==> src/rtl/div_seq_if.sv <==
// Purpose: EX-stage <-> divider handshake bundle.
//   master (EX):      drives signed_div_i, opdata1_i, opdata2_i, start_i, annul_i;
//                     observes result_o, ready_o, busy_o.
//   slave (divider):  the mirror image.
interface div_seq_if #(
  parameter int unsigned WIDTH = 32
);
  logic               signed_div_i;
  logic [WIDTH-1:0]   opdata1_i;
  logic [WIDTH-1:0]   opdata2_i;
  logic               start_i;
  logic               annul_i;
  logic [2*WIDTH-1:0] result_o;
  logic               ready_o;
  logic               busy_o;

  modport master (
    output signed_div_i, opdata1_i, opdata2_i, start_i, annul_i,
    input  result_o, ready_o, busy_o
  );

  modport slave (
    input  signed_div_i, opdata1_i, opdata2_i, start_i, annul_i,
    output result_o, ready_o, busy_o
  );
endinterface

==> src/rtl/div_seq.sv <==
// Purpose: multi-cycle radix-2 restoring divider for DIV/DIVU.
//   clk, rst : clock and synchronous active-high reset
//   bus      : div_seq_if slave port
//     signed_div_i/opdata1_i/opdata2_i : op select, dividend, divisor (sampled at accept)
//     start_i/annul_i                  : level request held until ready_o / pipeline flush
//     result_o                         : {remainder, quotient}, valid while ready_o
//     busy_o                           : high while dividing or handling a zero divisor
// Latency: WIDTH step edges plus one finalize edge after the accept edge.
module div_seq #(
  parameter int unsigned WIDTH = 32
) (
  input  logic     clk,
  input  logic     rst,
  div_seq_if.slave bus
);

  localparam int unsigned CNT_W = $clog2(WIDTH + 1);

  typedef enum logic [1:0] {
    S_FREE   = 2'd0,
    S_BYZERO = 2'd1,
    S_ON     = 2'd2,
    S_END    = 2'd3
  } state_t;

  state_t               state;
  logic [CNT_W-1:0]     cnt;
  logic [WIDTH-1:0]     rem;       // partial remainder, always < divisor magnitude
  logic [WIDTH-1:0]     dvd;       // dividend bits shift out, quotient bits shift in
  logic [WIDTH-1:0]     dvs;       // divisor magnitude
  logic                 neg_q;
  logic                 neg_r;
  logic [2*WIDTH-1:0]   result_q;
  logic                 ready_q;

  // Operand magnitudes; abs only applies to signed ops
  logic [WIDTH-1:0] a_mag, b_mag;
  assign a_mag = (bus.signed_div_i && bus.opdata1_i[WIDTH-1]) ?
                 WIDTH'(~bus.opdata1_i + WIDTH'(1)) : bus.opdata1_i;
  assign b_mag = (bus.signed_div_i && bus.opdata2_i[WIDTH-1]) ?
                 WIDTH'(~bus.opdata2_i + WIDTH'(1)) : bus.opdata2_i;

  // One restoring step: WIDTH+1 bits so the trial borrow shows up in the MSB
  logic [WIDTH:0] shifted, trial;
  assign shifted = {rem, dvd[WIDTH-1]};
  assign trial   = shifted - {1'b0, dvs};

  // Sign fixup; -2^(W-1)/-1 simply wraps
  logic [WIDTH-1:0] q_fix, r_fix;
  assign q_fix = neg_q ? WIDTH'(~dvd + WIDTH'(1)) : dvd;
  assign r_fix = neg_r ? WIDTH'(~rem + WIDTH'(1)) : rem;

  // Control and datapath
  always_ff @(posedge clk) begin
    if (rst) begin
      state    <= S_FREE;
      cnt      <= '0;
      rem      <= '0;
      dvd      <= '0;
      dvs      <= '0;
      neg_q    <= 1'b0;
      neg_r    <= 1'b0;
      result_q <= '0;
      ready_q  <= 1'b0;
    end else begin
      case (state)
        S_FREE: begin
          ready_q  <= 1'b0;
          result_q <= '0;
          if (bus.start_i && !bus.annul_i) begin
            if (bus.opdata2_i == '0) begin
              state <= S_BYZERO;
            end else begin
              state <= S_ON;
              dvd   <= a_mag;
              dvs   <= b_mag;
              rem   <= '0;
              cnt   <= '0;
              neg_q <= bus.signed_div_i & (bus.opdata1_i[WIDTH-1] ^ bus.opdata2_i[WIDTH-1]);
              neg_r <= bus.signed_div_i & bus.opdata1_i[WIDTH-1];
            end
          end
        end
        S_BYZERO: begin
          if (bus.annul_i) begin
            state <= S_FREE;
          end else begin
            state    <= S_END;
            result_q <= '0;
            ready_q  <= 1'b1;
          end
        end
        S_ON: begin
          if (bus.annul_i) begin
            state    <= S_FREE;
            ready_q  <= 1'b0;
            result_q <= '0;
            cnt      <= '0;
          end else if (cnt == CNT_W'(WIDTH)) begin
            state    <= S_END;
            result_q <= {r_fix, q_fix};
            ready_q  <= 1'b1;
          end else begin
            rem <= trial[WIDTH] ? shifted[WIDTH-1:0] : trial[WIDTH-1:0];
            dvd <= {dvd[WIDTH-2:0], ~trial[WIDTH]};
            cnt <= cnt + CNT_W'(1);
          end
        end
        S_END: begin
          // Returning through FREE prevents back-to-back accept
          if (!bus.start_i || bus.annul_i) begin
            state    <= S_FREE;
            ready_q  <= 1'b0;
            result_q <= '0;
          end
        end
        default: state <= S_FREE;
      endcase
    end
  end

  assign bus.result_o = result_q;
  assign bus.ready_o  = ready_q;
  assign bus.busy_o   = (state == S_ON) || (state == S_BYZERO);

endmodule

==> src/flat_wrapper.sv <==
// flat-port wrapper written by rule: the top's interface ports become plain ports
module div_seq_flat 
#(
  parameter int unsigned WIDTH = 32
)
  (clk, rst, bus_signed_div_i, bus_opdata1_i, bus_opdata2_i, bus_start_i, bus_annul_i, bus_result_o, bus_ready_o, bus_busy_o);
  div_seq_if #(.WIDTH(WIDTH)) bus_i ();
  input  logic clk;
  input  logic rst;
  input wire logic [$bits(bus_i.signed_div_i)-1:0] bus_signed_div_i;
  input wire logic [$bits(bus_i.opdata1_i)-1:0] bus_opdata1_i;
  input wire logic [$bits(bus_i.opdata2_i)-1:0] bus_opdata2_i;
  input wire logic [$bits(bus_i.start_i)-1:0] bus_start_i;
  input wire logic [$bits(bus_i.annul_i)-1:0] bus_annul_i;
  output wire logic [$bits(bus_i.result_o)-1:0] bus_result_o;
  output wire logic [$bits(bus_i.ready_o)-1:0] bus_ready_o;
  output wire logic [$bits(bus_i.busy_o)-1:0] bus_busy_o;
  assign bus_i.signed_div_i = bus_signed_div_i;
  assign bus_i.opdata1_i = bus_opdata1_i;
  assign bus_i.opdata2_i = bus_opdata2_i;
  assign bus_i.start_i = bus_start_i;
  assign bus_i.annul_i = bus_annul_i;
  assign bus_result_o = bus_i.result_o;
  assign bus_ready_o = bus_i.ready_o;
  assign bus_busy_o = bus_i.busy_o;
  div_seq #(.WIDTH(WIDTH)) u_core (.clk(clk), .rst(rst), .bus(bus_i));
endmodule
==> config.mk <==
export PLATFORM = sky130hd
export DESIGN_NAME = div_seq_flat
export DESIGN_NICKNAME = d
export VERILOG_FILES = /design/src/rtl/div_seq_if.sv /design/src/rtl/div_seq.sv /design/src/flat_wrapper.sv
export SDC_FILE = /design/constraint.sdc
export NUM_CORES = 1
export LEC_CHECK = 0
export CORE_UTILIZATION = 40
export CTS_CLUSTER_SIZE = 20
export DETAILED_ROUTE_END_ITERATION = 10
export GPL_TIMING_DRIVEN = 0
export PLACE_DENSITY = 0.71
export SLEW_MARGIN = 10
export SYNTH_ARGS = -nofsm -noshare
export SYNTH_HDL_FRONTEND = slang
export SYNTH_SLANG_ARGS = --single-unit
==> constraint.sdc <==
create_clock -name clk -period 4.6 [get_ports clk]
set_input_delay 0.46 -clock clk [delete_from_list [all_inputs] [get_ports clk]]
set_output_delay 0.46 -clock clk [all_outputs]
set_load 0.05 [all_outputs]
## Word-level counts from Yosys, hierarchy flattened

Index checks and enable logic that the tools add are counted.

- Register bits: 171
- Bits of input ports: 69
- Output and inout bits: 66
- Logic and storage cells: 88

- Add/sub/neg operators: 6
- Muxes and demuxes: 37
- Equal/unequal tests: 12
- Reduce and logical (&&, ||, !) cells: 15
- Bitwise logic cells: 9

Operators by type and width:

| kind | count |
|---|---|
| 32-bit two-way mux | 13 |
| 64-bit two-way mux | 4 |
| 64-bit one-hot mux with 4 select lines | 1 |
| 32-bit by 1-bit adder with 32-bit output, second input constant | 4 |
| 32-bit inverter | 4 |
| 32-bit one-hot mux with 2 select lines | 2 |
| 33-bit by 32-bit subtractor with 33-bit output | 1 |
| 32-bit logical NOT | 1 |
| 6-bit two-way mux | 4 |
| 2-bit two-way mux | 6 |
| 6-bit one-hot mux with 2 select lines | 1 |
| 3-bit AND reduction | 3 |
| 2-bit != test, second input constant | 4 |
| 2-bit one-hot mux with 4 select lines | 1 |
| 6-bit by 1-bit adder with 6-bit output, second input constant | 1 |
| 6-bit equality test, second input constant | 1 |
| 5-bit AND reduction | 1 |
| 2-bit equality test, second input constant | 2 |
| 1-bit two-way mux | 4 |
| 2-bit by 1-bit != test with 1-bit output, second input constant | 2 |
| 1-bit one-hot mux with 4 select lines | 1 |
| 4-bit AND reduction | 1 |
| 1-bit logical AND | 3 |
| 3-bit by 2-bit != test with 1-bit output, second input constant | 1 |
| other kinds (9) | 13 |

## Depth between registers and ports, before layout

- Word-level depth: 6
- Gate-level depth with buffers: 14
- Gate-level depth less buffers: 12

## Worst setup path before layout

Ideal clock, no wire load.

- Path type: reg-to-reg
- Start: register u_core.rem[16]
- End: register u_core.rem[17]
- Library setup time: 0.134 ns
- Buffers on the path: 3
- Required time: 4.466 ns
- Stages on the path, launching flop included: 14
- Slack: 0.943 ns
- Arrival time: 3.523 ns
- Cells stage by stage: dfxtp_1 > ha_1 > clkbuf_1 > a21o_1 > a2111oi_0 > o21ai_0 > or3_1 > a211o_1 > nand2_1 > mux2i_1 > or2_1 > clkbuf_1 > clkbuf_1 > o211ai_1

- Cells in the longest elaborated chain, start to end: 5

RTL lines:

| item | line | source |
|---|---|---|
| start: declaration | div_seq.sv:28 | `logic [WIDTH-1:0] rem;` |
| start signal: assignment | div_seq.sv:104 | `rem <= trial[WIDTH] ? shifted[WIDTH-1:0] : trial[WIDTH-1:0];` |
| 33-bit by 32-bit subtractor with 33-bit output | div_seq.sv:46 | `assign trial = shifted - {1'b0, dvs};` |
| 32-bit two-way mux (*) | div_seq.sv:104 |  |
| 32-bit two-way mux (*) | div_seq.sv:99 | `end else if (cnt == CNT_W'(WIDTH)) begin` |
| 32-bit two-way mux (*) | div_seq.sv:94 | `if (bus.annul_i) begin` |
| 32-bit one-hot mux with 2 select lines (*) | div_seq.sv:66 | `case (state)` |

Mark *: on every way between the ends. The rest lies on a longest branch, timed or not. The select of a mux whose other input is x is not followed.
A chain may end at the register's enable or synchronous reset.

## Final worst setup path

- Start: register u_core.rem[16]
- End: register u_core.rem[23]

- Cells in the longest elaborated chain, start to end: 5

RTL lines:

| item | line |
|---|---|
| 33-bit by 32-bit subtractor with 33-bit output | div_seq.sv:46 |
| 32-bit two-way mux | div_seq.sv:104 |
| 32-bit two-way mux | div_seq.sv:99 |
| 32-bit two-way mux | div_seq.sv:94 |
| 32-bit one-hot mux with 2 select lines | div_seq.sv:66 |

No other way between the ends. The select of a mux whose other input is x is not followed.

==> results.tsv <==
stage	metric	value	unit
critical_path	Crit. End Element	register	
critical_path	worst endpoint data arrival time	4590	ps
synth	flops & latches, synth	171	
synth	Async SR Flop Fraction	0	%
power_and_ir_drop	PwrDens	421	mW/mm^2
global_routing	antenna violations before repair	1	
global_routing	Tot GR Track Use	23.6	%
synth	top cell type by total area after synthesis	dfxtp_1	
timing	Rel. slew slack	34.3	%
global_routing	grt ovf	0	
critical_path	flop2flop setup slack	320	ps
cts	CTS Buf Count	17	
synth	Post-synth EDFFs	0	
timing	worst slew pin tran	978	ps
synth	cell area after synthesis	0.0110	mm^2
die	die area	0.0282	mm^2
power_and_ir_drop	VDD IR max	0.000263	V
synth	sequential-to-total area share from yosys stat	31.1	%
synth	top_reg_cell synth	dfxtp_1	
die	I/O pin total	135	
placed_design	Area after DPL	0.0128	mm^2
route	vias	10900	
timing	min Tclk post-route	4280	ps
critical_path	largest fanout on the critical path	10	
placed_design	gp weighted congestion	0.905	
critical_path	Worst R2R Path Depth	13	
route	vias per cell	5.58	
critical_path	Worst setup SP type	register	
synth	Post-Synthesis Cells	1446	
route	post-route ant nets	0	
synth	synthesized net count	1559	
cts	CTS tree	yes	
global_routing	largest net degree at the start of global routing	19	
synth	Yosys warning total	0	
placed_design	placed cells	1921	
critical_path	reg2reg end	u_core.rem[23]	
critical_path	CP Data Required Time	4910	ps
critical_path	worst setup path class	reg2reg	
timing	Achievable Freq	0.234	GHz
cts	cts hold-fix bufs	0	
timing	Final Cycle Share	93.0	%
critical_path	worst r2r src	u_core.rem[16]	
final_layout	non-filler instance count after layout	1953	
cts	root buffer cell	clkbuf_16	
route	DRC errors left	0	
synth	Unique masters post-synth	60	
flow_run	Max Cap Viol	0	
timing	endpoints failing hold	0	
final_layout	cell area after layout	0.0134	mm^2
final_layout	share of cells above drive strength 1	2.85	%
final_layout	sequential cell area	0.00342	mm^2
route	number of DRC markers in iteration 0	944	
die	Starting Density	40.9	%
route	Routed WL	33200	um
timing	RSZ-0062 raised after global routing	false	
die	Core Box Area	0.0270	mm^2
die	Cell Rows	60	
timing	Max Transition Viols Final	0	
cts	htree depth	4	
power_and_ir_drop	Leak Pwr	4.93	nW
route	WL per Instance	17.0	um
placed_design	PortBufs	134	
cts	clock latency on the worst-skew pair	450	ps
timing	final setup violating endpoints	0	
cts	Clock Tree Buf Depth	2	
final_layout	fin util	49.6	%
final_layout	Multi-input gate area	0.00707	mm^2
route	drt pass-1 iters	5	
run_status	status	completed	
synth	Synth top area share	31.1	%
global_routing	global-route wire length before repair	53200	um
synth	Avg Inst Size Synth	7.62	um^2
placed_design	HPWL Detailed	26500	um
critical_path	Critical Path Sink	u_core.rem[23]	
cts	Setup Buffers After CTS	0	
cts	Sink Count	171	
final_layout	Fillers	2577	
final_layout	antenna cells	0	
global_routing	vias in the first global route	10100	
synth	most numerous cell in the Yosys netlist	nand2_1	
synth	Commonest cells post-synth	nand2_1 (203), dfxtp_1 (171), nor2_1 (163)	
cts	Clk pin slew, worst setup/hold paths	70	ps
die	die width	168	um
final_layout	NumNets Final	1712	
synth	top cells by area, synth	dfxtp_1 (31%), xnor2_1 (8.5%), nand2_1 (6.9%), nor2_1 (5.6%), ha_1 (4.9%)	
worst_hold_path	Worst Hold Class	reg2reg	
die	chip height	168	um
critical_path	Critical path origin	u_core.rem[16]	
final_layout	P&R area growth vs syn	21.4	%
timing	Setup Skew	10.3	ps
## cells by family (layout without fill, tap and decap cells)
kind of cell	Yosys count	count (layout)	share of synthesized area [%]
AO/OA/AOI/OAI	418	418	25.7
XOR/XNOR	147	147	11.7
adder cells (fa/ha/maj)	44	44	5.07
buffers and inverters	141	307	4.81
flip-flops	171	171	31.1
multiplexers	5	5	0.454
AND/OR/NAND/NOR	520	520	21.2
## power breakdown
group	total, mW	switching, mW	leakage [nW]	internal (mW)
Combinational	2.34	1.47	3.26	0.872
Sequential	1.87	0.219	1.39	1.65
Clock	1.42	0.697	0.280	0.721
Total	5.63	2.39	4.93	3.24
## per-layer routing
metal | global-route usage (%) | vias up | routed length, um
li1 | - | 5461 | -
met4 | 7.14 | 2 | 591
met3 | 3.20 | 46 | 2280
met2 | 35.7 | 376 | 14100
met1 | 34.6 | 5008 | 16200
met5 | 0 | - | 13
## sequential cells by signal, summed over array words and instances, names as in the netlist
signal               cells
u_core.cnt               6
u_core.neg_r             1
u_core.bus.ready_o       1
u_core.neg_q             1
u_core.bus.result_o     64
u_core.dvd              32
u_core.rem              32
u_core.dvs              32
u_core.state             2
## metrics by stage
stage / setup TNS, ps / hold WS [ps] / setup slack (ps) / power (mW)
6_report: 0 / 457 / 322 / 5.63
4_1_cts: 0 / 455 / 100 / 5.59
3_5_place_dp: -493 / 446 / -60.8 / 4.18
3_3_place_gp: 0 / 440 / 16.0 / 4.14
5_1_grt: 0 / 488 / 28.1 / 5.96
2_1_floorplan: 0 / 432 / 943 / 3.52
## cell usage in the layout (no fill, tap or decap), drive strengths merged, types with 5 or more instances in the layout
master           n
nor3            35
or4             16
o21bai           5
a21oi           84
mux2i            5
xnor2          107
a21o            14
and2            11
ha              43
a211oi          35
nor2b            6
or2              8
a22oi           55
nand2          203
buf              8
xor2            40
inv             62
clkbuf          95
a31oi            6
o41ai           17
o31ai           28
clkinv           7
or3             14
o211ai          36
nand3           14
o21ai           87
clkdlybuf4s50  134
and3             7
nor4            12
a211o            5
a221o           14
nand3b           5
nor2           163
nand2b          13
a22o            10
dfxtp          171
## critical path: stages, from the launching register on
cell and delay, ps:
dfxtp_1 530, ha_1 300, clkbuf_1 190, a21o_1 210, a2111oi_0 400, o21ai_0 270, or3_1 360, a211o_1 280
nand2_1 180, mux2i_4 430, or2_1 180, clkbuf_1 340, clkbuf_2 330, o211ai_1 140
## worst min-delay path by stage
stage                                         end               startpoint  cells past startpoint  slack [ps]
after global routing      u_core.bus.result_o[31]  u_core.bus.result_o[31]                      1         490
after CTS                          u_core.dvs[22]           u_core.dvs[22]                      2         460
after floorplan                    u_core.dvs[21]           u_core.dvs[21]                      2         430
final                              u_core.dvs[22]           u_core.dvs[22]                      2         460
after detailed placement           u_core.dvs[22]           u_core.dvs[22]                      2         450
after global placement             u_core.dvs[31]           u_core.dvs[31]                      2         440
## cell type report
| type | count | area share [%] |
|---|---|---|
| plain buffers | 86 | 2.42 |
| clock buffers | 17 | 3.18 |
| clock inverters | 15 | 1.14 |
| inverters | 55 | 1.54 |
| multi-input cells | 1134 | 52.9 |
| flip-flops and latches | 171 | 25.6 |
| well taps | 341 | 3.19 |
| repair buffers | 134 | 10.0 |
## repair_timing
item,CTS,global route
endpoints found under the hold margin,0,0
gates resized for setup,1,3
setup endpoints to repair,10,10
(Power assumes the default switching activity.)
